`src/rtl/hilo_unit.sv`:
```
// HI/LO result register pair for a mult/div unit: it counts the issued ops that have not
// returned yet, then overwrites or accumulates each returning result and takes mthi/mtlo writes.
module hilo_unit #(
    parameter int W        = 32,
    parameter int PEND_MAX = 3
) (
    input  logic           clk,
    input  logic           reset,
    input  logic           op_start,
    input  logic           res_valid,
    output logic           res_ready,
    input  logic [2*W-1:0] res_data,
    input  logic [1:0]     res_mode,
    input  logic           mthi_we,
    input  logic           mtlo_we,
    input  logic [W-1:0]   mt_data,
    output logic [W-1:0]   hi_out,
    output logic [W-1:0]   lo_out,
    output logic [2*W-1:0] hilo_out,
    output logic           hilo_valid,
    output logic           err
);

    localparam logic [3:0] PEND_LIM = 4'(PEND_MAX);

    localparam logic [1:0] MODE_ADD = 2'b01;
    localparam logic [1:0] MODE_SUB = 2'b10;

    // Modes 00 and 11 both overwrite. Sums and differences wrap modulo 2^(2W).
    function automatic logic [2*W-1:0] hilo_combine(
        input logic [1:0]     mode,
        input logic [2*W-1:0] acc,
        input logic [2*W-1:0] res
    );
        logic [2*W-1:0] r;
        case (mode)
            MODE_ADD: r = acc + res;
            MODE_SUB: r = acc - res;
            default:  r = res;
        endcase
        return r;
    endfunction

    // The count saturates at the limit. An issue and a retire in the same cycle cancel out.
    function automatic logic [3:0] pend_update(
        input logic [3:0] cnt,
        input logic       inc,
        input logic       dec
    );
        logic [3:0] r;
        r = cnt;
        if (inc && !dec && cnt != PEND_LIM)
            r = cnt + 4'd1;
        else if (dec && !inc)
            r = cnt - 4'd1;
        return r;
    endfunction

    logic [W-1:0]   hi_p0;
    logic [W-1:0]   lo_p0;
    logic [3:0]     pend_cnt_p0;
    logic           err_p0;

    logic           accept;
    logic           overflow;
    logic           drop;
    logic [2*W-1:0] hilo_res;
    logic [W-1:0]   hi_nxt;
    logic [W-1:0]   lo_nxt;

    assign res_ready  = (pend_cnt_p0 != 4'd0);
    assign hilo_valid = (pend_cnt_p0 == 4'd0);
    assign accept     = res_valid && res_ready;
    assign overflow   = op_start && !accept && (pend_cnt_p0 == PEND_LIM);
    assign drop       = res_valid && (pend_cnt_p0 == 4'd0);

    always_comb begin
        hilo_res = {hi_p0, lo_p0};
        if (accept)
            hilo_res = hilo_combine(res_mode, {hi_p0, lo_p0}, res_data);
        hi_nxt = mthi_we ? mt_data : hilo_res[2*W-1:W];
        lo_nxt = mtlo_we ? mt_data : hilo_res[W-1:0];
    end

    // Stage p0: architectural state register
    always_ff @(posedge clk or posedge reset) begin
        if (reset) begin
            hi_p0       <= '0;
            lo_p0       <= '0;
            pend_cnt_p0 <= 4'd0;
            err_p0      <= 1'b0;
        end else begin
            hi_p0       <= hi_nxt;
            lo_p0       <= lo_nxt;
            pend_cnt_p0 <= pend_update(pend_cnt_p0, op_start, accept);
            err_p0      <= err_p0 | overflow | drop;
        end
    end

    assign hi_out   = hi_p0;
    assign lo_out   = lo_p0;
    assign hilo_out = {hi_p0, lo_p0};
    assign err      = err_p0;

endmodule

```
`config.mk`:
```
export PLATFORM = sky130hd
export DESIGN_NAME = hilo_unit
export DESIGN_NICKNAME = d
export VERILOG_FILES = /design/src/rtl/hilo_unit.sv
export SDC_FILE = /design/constraint.sdc
export NUM_CORES = 1
export LEC_CHECK = 0
export BUFFER_PORTS_ARGS = -buffer_cell sky130_fd_sc_hd__clkbuf_2
export CORE_ASPECT_RATIO = 1.5
export CORE_MARGIN = 5
export CORE_UTILIZATION = 60
export DETAILED_ROUTE_END_ITERATION = 10
export GPL_TIMING_DRIVEN = 0
export PLACE_DENSITY = 0.95
export SYNTH_ARGS = -nofsm -noshare
export SYNTH_HDL_FRONTEND = slang
export SYNTH_SLANG_ARGS = --single-unit
```
`constraint.sdc`:
```
create_clock -name clk -period 5.25 [get_ports clk]
set_input_delay 0.2625 -clock clk [delete_from_list [all_inputs] [get_ports clk]]
set_output_delay 0.2625 -clock clk [all_outputs]
set_load 0.02 [all_outputs]
```
Yosys cells after proc, flatten, opt, wreduce, memory -nomap -nowiden
Index checks and enable logic that the tools add are counted.
Widths: inputs -> output; s select.
{"block": "classes", "n_reduce_logical": 13, "addsub": 4, "n_eq_ne": 4, "bitwise_logic": 2, "mux": 6}
{"operator": "$pmux 64 s2", "count": 1}
{"operator": "$add 64x64->64", "count": 1}
{"operator": "$mux 32", "count": 2}
{"operator": "$mux 64", "count": 1}
{"operator": "$sub 64x64->64", "count": 1}
{"operator": "$mux 4", "count": 2}
{"operator": "$logic_and 1x1->1", "count": 6}
{"operator": "$reduce_bool 2->1", "count": 3}
{"operator": "$add 4x1->4 const B", "count": 1}
{"operator": "$eq 4x2->1 const B", "count": 1}
{"operator": "$logic_not 4->1", "count": 1}
{"operator": "$ne 4x2->1 const B", "count": 1}
{"operator": "$reduce_bool 4->1", "count": 1}
{"operator": "$sub 4x1->4 const B", "count": 1}
{"operator": "$eq 2x1->1 const B", "count": 1}
{"operator": "$eq 2x2->1 const B", "count": 1}
{"operator": "$logic_not 1->1", "count": 2}
{"operator": "$or 1x1->1", "count": 2}
{"block": "word_totals", "out_inout_bits": 131, "elab_cells": 33, "register_bits": 69, "input_bits": 104}

Depth between registers and ports, before layout
Gate-level depths: netlist of the first run.
{"block": "depth", "word_depth": 7, "ltp_mapped": 23, "ltp_nobuf": 22}

Least setup slack after synthesis of the first run
Ideal clock, no wire load.
{"block": "synth_path", "kind": "input -> register", "from": "in res_data[13]", "to": "reg hi_p0[31], in the netlist hi_out[31]", "required_time_ns": 5.170, "stages": 17, "slack_ns": 1.217, "setup_time_ns": 0.080, "n_path_buf": 1, "t_arrival_ns": 3.953, "path_cell_list": "or4_4 > nor3_4 > nand4_1 > nor2_1 > and2_1 > a31oi_1 > xnor2_1 > ha_1 > clkbuf_1 > nand4_1 > or3_1 > or3_1 > o211a_1 > nor2_1 > nand4_1 > mux2_4 > o211ai_2"}
{"block": "synth_between", "elab_chain_len": 4, "elab_cells_between_ends": 5}
{"item": "start: declaration", "line": "12", "text": "input logic [2*W-1:0] res_data,"}
{"item": "$sub 64x64->64 or $add 64x64->64 (tied branches)", "line": "38, 37"}
{"item": "$pmux 64 s2 *", "line": "36", "text": "case (mode)"}
{"item": "$mux 64 *", "line": "79", "text": "if (accept)"}
{"item": "$mux 32 *", "line": "81", "text": "hi_nxt = mthi_we ? mt_data : hilo_res[2*W-1:W];"}
{"item": "end signal: assignment", "line": "93", "text": "hi_p0 <= hi_nxt;"}
{"item": "end: declaration", "line": "59", "text": "logic [W-1:0] hi_p0;"}
Every way passes the cells marked *; elsewhere a longest branch is shown, timed or not. The select of a mux whose other input is x is not followed.
A chain may end at the register's enable or synchronous reset.

Worst setup path in the final report of the first run
{"block": "layout_path", "from": "in res_data[0]", "to": "reg hi_p0[31], in the netlist hi_out[31]"}
The elaborated chain is that of the path after synthesis.

==> out/metrics.yaml, run 1 <==
setup_path:
  critPathLaunch: "res_data[0]"
  path_class: "in -> reg"
  r2r-start: "lo_out[0]"
  critPathArrivalTime_ns: 5.24
  endpoint_kind: "flop"
  crit_required_ns: 5.51
  startpoint_type: "primary input"
  cp_max_fo: 7
power:
  finalPower_uw: 4400
  leakage_uw: 0.005119
  power.density_mw_per_mm2: 394.9
  max-vdd-ir-drop_mv: 0.2178
yosys:
  synth_cell_types: 82
  synthCells: 1289
  async_flop_share_pct: 100.0
  synth_nets: 1462
  ys_ff_latch: 69
  yosysSeqAreaShare_pct: 18.39
  synth_edf_count: 0
  synth-main-ff-cell: "dfrtp_1"
  syn_avg_cell_area_sq_um: 7.286
  syn_area_sq_mm: 0.009392
  yosys_warnings: 0
cells_and_area:
  instances_no_fill: 1742
  drive_gt1_share_pct: 23.08
  layout.nets: 1706
  final_util_pct: 71.95
  syn2layout_area_growth_pct: 18.63
timing:
  rsz0062_at_grt: "false"
  tns_ns: 0
  worst_pin_slew_ns: 1.030
  fin_worst_skew_ns: 0.005362
  report.final.slew_viol_count: 0
  min_period_ns: 4.979
  maxSlewHeadroom_pct: 30.69
  setup-violations-final: 0
  timing_hold_violations_final: 0
  hold_ws_ns: 0.09578
  period_share_pct: 94.84
  max_freq_ghz: 0.2008
grt:
  track_usage_pct: 44.18
  antenna_found_initial: 1
  grt_pass1_wl_microns: 62110
  grt_pass1_vias: 11270
  grt_remaining_overflow: 0
  grt_max_degree: 70
flow_run:
  maxCapViolations: 0
detailed_routing:
  vias: 11450
  avgRoutedWirePerCell_microns: 24.26
  antenna_left: 0
  drtIter0Drc: 1381
  routed_wirelength_microns: 42260
  first_pass_iters: 6
  viasPerCell: 6.572
  drc_errors: 0
clocking:
  cts_buffer_depth: 2
  ctsRootBufferMaster: "clkbuf_16"
  cts_setup_buffers: 0
  cts_max_level: 3
  clk_pin_slew_ns: 0.06
  clk_latency_ns: 0.34
  cts_tree: "built"
  clkSinkCount: 69
  cts_made_buffers: 9
  ctsHoldBuffers: 0
placed_design:
  dp_hpwl_microns: 34030
  placed_cells: 1725
  place.gp.congestion: 1.064
  port_buffers: 233
floorplan:
  die_x_microns: 112.2
  ioPinCount: 235
  die_area_sq_mm: 0.01831
  fp.dieH_microns: 163.2
  initial_core_util_pct: 60.65
  rows: 56
  core_sq_mm: 0.01548
worst_hold_path:
  hp-class: "in -> async"
status:
  status: "finished clean"
timing repair:
action                     CTS  global route
hold endpoints to repair     0             0
gates resized for setup      1             6
setup endpoints to repair    2            12
pin swaps                    0             0
cell usage after synthesis (all sizes together) (9+ instances only):
| master | count | area share [%] |
|---|---|---|
| a21oi | 172 | 9.2 |
| xnor2 | 95 | 8.9 |
| clkbuf | 60 | 2.8 |
| nand4 | 25 | 1.8 |
| o21ai | 129 | 6.9 |
| nand3 | 39 | 2.1 |
| nor3 | 31 | 1.9 |
| o21bai | 19 | 1.5 |
| a21o | 24 | 1.9 |
| nor2 | 94 | 3.8 |
| nand2 | 139 | 5.6 |
| nand2b | 9 | 0.60 |
| and3 | 13 | 0.91 |
| o211ai | 21 | 1.7 |
| xor2 | 28 | 2.6 |
| inv | 38 | 1.5 |
| a211oi | 12 | 0.96 |
| buf | 73 | 5.6 |
| dfrtp | 69 | 18 |
| a31oi | 17 | 1.1 |
| nor2b | 12 | 0.80 |
| ha | 67 | 8.9 |
power by group:
group	internal, uW	leakage (uW)	total [uW]	switching [uW]
sequential	652	0.000826	856	204
clock	388	0.000151	653	265
combinational	1090	0.00414	2890	1800
total	2130	0.00512	4400	2270
area by class of cell:
| cell class | instances | area, sq um |
|---|---|---|
| Antenna cell | 1 | 2.502 |
| Buffer | 133 | 797.0 |
| Clock buffer | 11 | 242.7 |
| Clock inverter | 5 | 65.06 |
| Fill cell | 1309 | 4344 |
| Inverter | 38 | 145.1 |
| Multi-Input combinational cell | 1049 | 6741 |
| Sequential cell | 69 | 1727 |
| Tap cell | 203 | 254.0 |
| Timing Repair Buffer | 233 | 1166 |
critical path: stages:
cell      delay, ns
clkbuf_2       0.12
inv_1          0.06
ha_1           0.15
nor2b_1        0.24
nand3_1        0.18
nor2b_4        0.31
nand4_1        0.23
nor2_1         0.30
and2_1         0.35
a31oi_1        0.17
xnor2_1        0.19
ha_1           0.29
clkbuf_1       0.31
nand4_1        0.17
or3_1          0.44
or3_1          0.35
o211a_1        0.31
nor2_1         0.19
nand4_1        0.19
mux2_4         0.34
o211ai_2       0.07
cell families (layout without fill, tap and decap cells):
logic type | Yosys count | in the layout | share of synthesized area (%)
AOI/OAI and AO/OA | 450 | 450 | 28.95
xor gates and xnor gates | 123 | 123 | 11.55
adders and majority gates | 69 | 69 | 9.352
buffers and inverters | 171 | 420 | 9.992
DFF | 69 | 69 | 18.39
muxes | 11 | 11 | 1.252
other | 0 | 1 | 0
and+or+nand+nor | 396 | 396 | 20.52
cells in the final DEF (no fill, tap or decap), types with 4 or more instances in the layout:
cell | netlist | final
clkbuf_2 | 0 | 234
a21oi_1 | 172 | 170
nand2_1 | 139 | 139
o21ai_0 | 111 | 110
xnor2_1 | 94 | 94
nor2_1 | 93 | 93
dfrtp_1 | 69 | 69
ha_1 | 67 | 67
buf_4 | 64 | 64
clkbuf_1 | 56 | 57
nand3_1 | 39 | 39
inv_1 | 38 | 37
nor3_1 | 28 | 28
xor2_1 | 28 | 28
nand4_1 | 24 | 24
a21o_1 | 22 | 22
o211ai_1 | 20 | 20
o21ai_1 | 18 | 19
o21bai_1 | 19 | 19
a31oi_1 | 17 | 17
a211oi_1 | 12 | 12
nor2b_1 | 12 | 11
and3_1 | 10 | 10
nand2b_1 | 9 | 9
clkbuf_16 | 0 | 9
or3_1 | 8 | 8
o21a_1 | 8 | 8
mux2i_1 | 8 | 8
and2_1 | 5 | 5
clkbuf_8 | 4 | 5
buf_1 | 6 | 5
a41oi_1 | 5 | 5
a311oi_1 | 4 | 4
a221o_1 | 4 | 4
routing by layer:
layer  part of all wire (%)  GRT usage [%]  routed length (microns)
met4                     13          44.23                     5489
met2                     46          74.85                    19620
met3                    9.6          8.895                     4052
met1                     31          43.72                    13100
met5                      0              0                        0
final timing paths:
check                      slack (ns)             end  cells after the start
max                              0.27      hi_out[31]                     21
min                               0.1             err                      2
max reg2reg                      1.26      hi_out[14]                     14
min reg2reg                      0.50  pend_cnt_p0[3]                      1
max in group asynchronous        4.53       hi_out[6]                      2
min in group clk                 0.21       lo_out[2]                      3
sequential cells by signal (all words and copies together), names as in the netlist:
register / count
hi_out: 32
lo_out: 32
pend_cnt_p0: 4
err: 1
through the flow:
| step | setup slack, ns | cell area (sq um) |
|---|---|---|
| 4_1_cts | 0.1063 | 11120 |
| 3_5_place_dp | -0.4338 | 10810 |
| 6_report | 0.2708 | 11140 |
| 5_1_grt | 0.05448 | 11140 |
| 3_3_place_gp | -0.4764 | 10810 |
| 2_1_floorplan | 1.217 | 9392 |
Note: power is estimated with default switching activity, not from simulation.
==> run 2, diff against run 1 <==
CORE_UTILIZATION = 56   (was 60)
PLACE_DENSITY = 0.93   (was 0.95)
clock period = 5.3 ns   (was 5.25 ns; I/O delays follow)
==> out/metrics.yaml, run 2 (synthesis results as in run 1) <==
cells_and_area:
  final_common_cell: "clkbuf_2"
  final.fill_count: 1532
  final_cell_mix: "clkbuf_2, a21oi_1, nand2_1"
  layout.nets: 1706
  syn2layout_area_growth_pct: 18.32
  diodes: 0
  drive_gt1_share_pct: 23.02
setup_path:
  crit_required_ns: 5.58
  crit_top_cell: "nand4_1"
  cp_max_fo: 7
  critPathLaunch: "res_data[0]"
  startpoint_type: "primary input"
  crit_path_cell_trace: "clkbuf_2, inv_1, ha_1, nor2b_1, nand3_1, nor2b_4, nand4_1, nor2_1, and2_1, a31oi_1, xnor2_1, ha_1, clkbuf_1, nand4_1, or3_1, or3_1, o211a_1, nor2_1, nand4_1, mux2_4, o211ai_2"
  path_class: "in -> reg"
  critical_path.max_stage_delay_ns: 0.45
  critical-path-top-delay-family: "simple AND/OR/NAND/NOR gates"
  r2r-start: "lo_out[0]"
  endpoint_kind: "flop"
  slowest_stage: "or3_1"
  critPathArrivalTime_ns: 5.40
  path_buf_inv: 3
power:
  power.density_mw_per_mm2: 384.5
  max-vdd-ir-drop_mv: 0.2109
  leakage_uw: 0.005106
timing:
  min_period_ns: 5.114
  rsz0062_at_grt: "false"
  maxSlewHeadroom_pct: 18.88
  report.final.slew_viol_count: 0
  hold_ws_ns: 0.1021
  period_share_pct: 96.49
  fin_worst_skew_ns: 0.01475
  tns_ns: 0
  worst_pin_slew_ns: 1.208
  setup-violations-final: 0
  timing_hold_violations_final: 0
  max_freq_ghz: 0.1955
clocking:
  clk_latency_ns: 0.36
  cts_made_buffers: 9
  clk_pin_slew_ns: 0.08
  ctsRootBufferMaster: "clkbuf_16"
  cts_tree: "built"
  cts_setup_buffers: 0
  cts_buffer_depth: 2
  clkSinkCount: 69
  ctsHoldBuffers: 0
  cts_max_level: 3
status:
  status: "finished clean"
placed_design:
  port_buffers: 233
  dp_hpwl_microns: 34250
  place.gp.congestion: 1.079
floorplan:
  core_sq_mm: 0.01662
  initial_core_util_pct: 56.51
  ioPinCount: 235
  die_x_microns: 115.7
  die_area_sq_mm: 0.01951
  rows: 58
  fp.dieH_microns: 168.6
grt:
  grt_pass1_wl_microns: 63110
  antenna_found_initial: 0
  track_usage_pct: 42.25
  grt_pass1_vias: 11180
  grt_remaining_overflow: 0
  grt_max_degree: 70
detailed_routing:
  antenna_left: 0
  first_pass_iters: 8
  vias: 11310
  viasPerCell: 6.471
  drtIter0Drc: 1141
  avgRoutedWirePerCell_microns: 23.92
  drc_errors: 0
  routed_wirelength_microns: 41810
flow_run:
  maxCapViolations: 0
worst_hold_path:
  hp-class: "in -> async"
## run 2: cell count changes in the layout (fill, tap and decap cells not counted), sizes merged
| cell | delta |
|---|---|
| clkbuf | -2 |
| bufinv | -1 |
| clkinv | +1 |
| clkinvlp | +1 |
| diode | -1 |
| inv | +1 |
## run 2: final cells by class
class / count / area (sq um) / area share, %
clock buffer: 9 / 225.2 / 2.027
timing repair buffer: 233 / 1166 / 10.49
clock inverter: 7 / 55.05 / 0.4954
inverter: 38 / 145.1 / 1.306
tap: 210 / 262.8 / 2.365
sequential: 69 / 1727 / 15.54
multi-input combinational: 1049 / 6734 / 60.60
buffer: 133 / 797.0 / 7.173
## run 2: through the flow
step	setup slack, ns	power (uW)	cells	util, %	instance area, sq um
after floorplan	1.265	2731	1289	-	9392
after global placement	-0.2967	3558	1732	65.11	10820
after detailed placement	-0.3654	3591	1732	65.13	10820
after CTS	0.1612	4206	1748	66.83	11110
after global routing	0.03348	4523	1748	66.86	11110
final	0.1858	4273	1748	66.86	11110
## run 2: metal layers
metal  vias up  GRT usage [%]  share of wire [%]
li1       5078              -                  -
met1      5236          44.75                 33
met2       746          71.35                 48
met5         -              0                  0
met4         0          36.14                 11
met3       251          6.938                8.2
## run 2: path summary, 6_finish.rpt
path,endpoint,slack [ns],depth (start not counted)
worst max-delay path,hi_out[31],0.19,21
worst min-delay path,pend_cnt_p0[3],0.10,2
worst max register to register,hi_out[14],1.16,14
worst min register to register,err,0.50,1
max in group asynchronous,lo_out[15],4.58,2
min in group clk,lo_out[2],0.18,3
## run 2: worst reg2reg max path, cell delays in order (launching register included)
cell and delay (ns):
dfrtp_1 0.42, inv_1 0.07, ha_1 0.16, inv_1 0.06
fa_1 0.43, a211oi_1 0.30, o21ai_1 0.20, nand4_1 0.21
a21oi_1 0.19, o21ai_1 0.31, a21oi_1 0.20, a221oi_2 0.67
o21ai_1 0.42, xnor2_1 0.26, o21ai_1 0.07
## run 2: power by group
group          internal (uW)  switching, uW
clock network            325            292
logic                   1070           1740
registers                645            193
## run 2: timing repair
item	CTS	global route
pin swaps	0	0
endpoints found under the setup margin	1	5
resized for setup	1	2
endpoints found under the hold margin	0	0
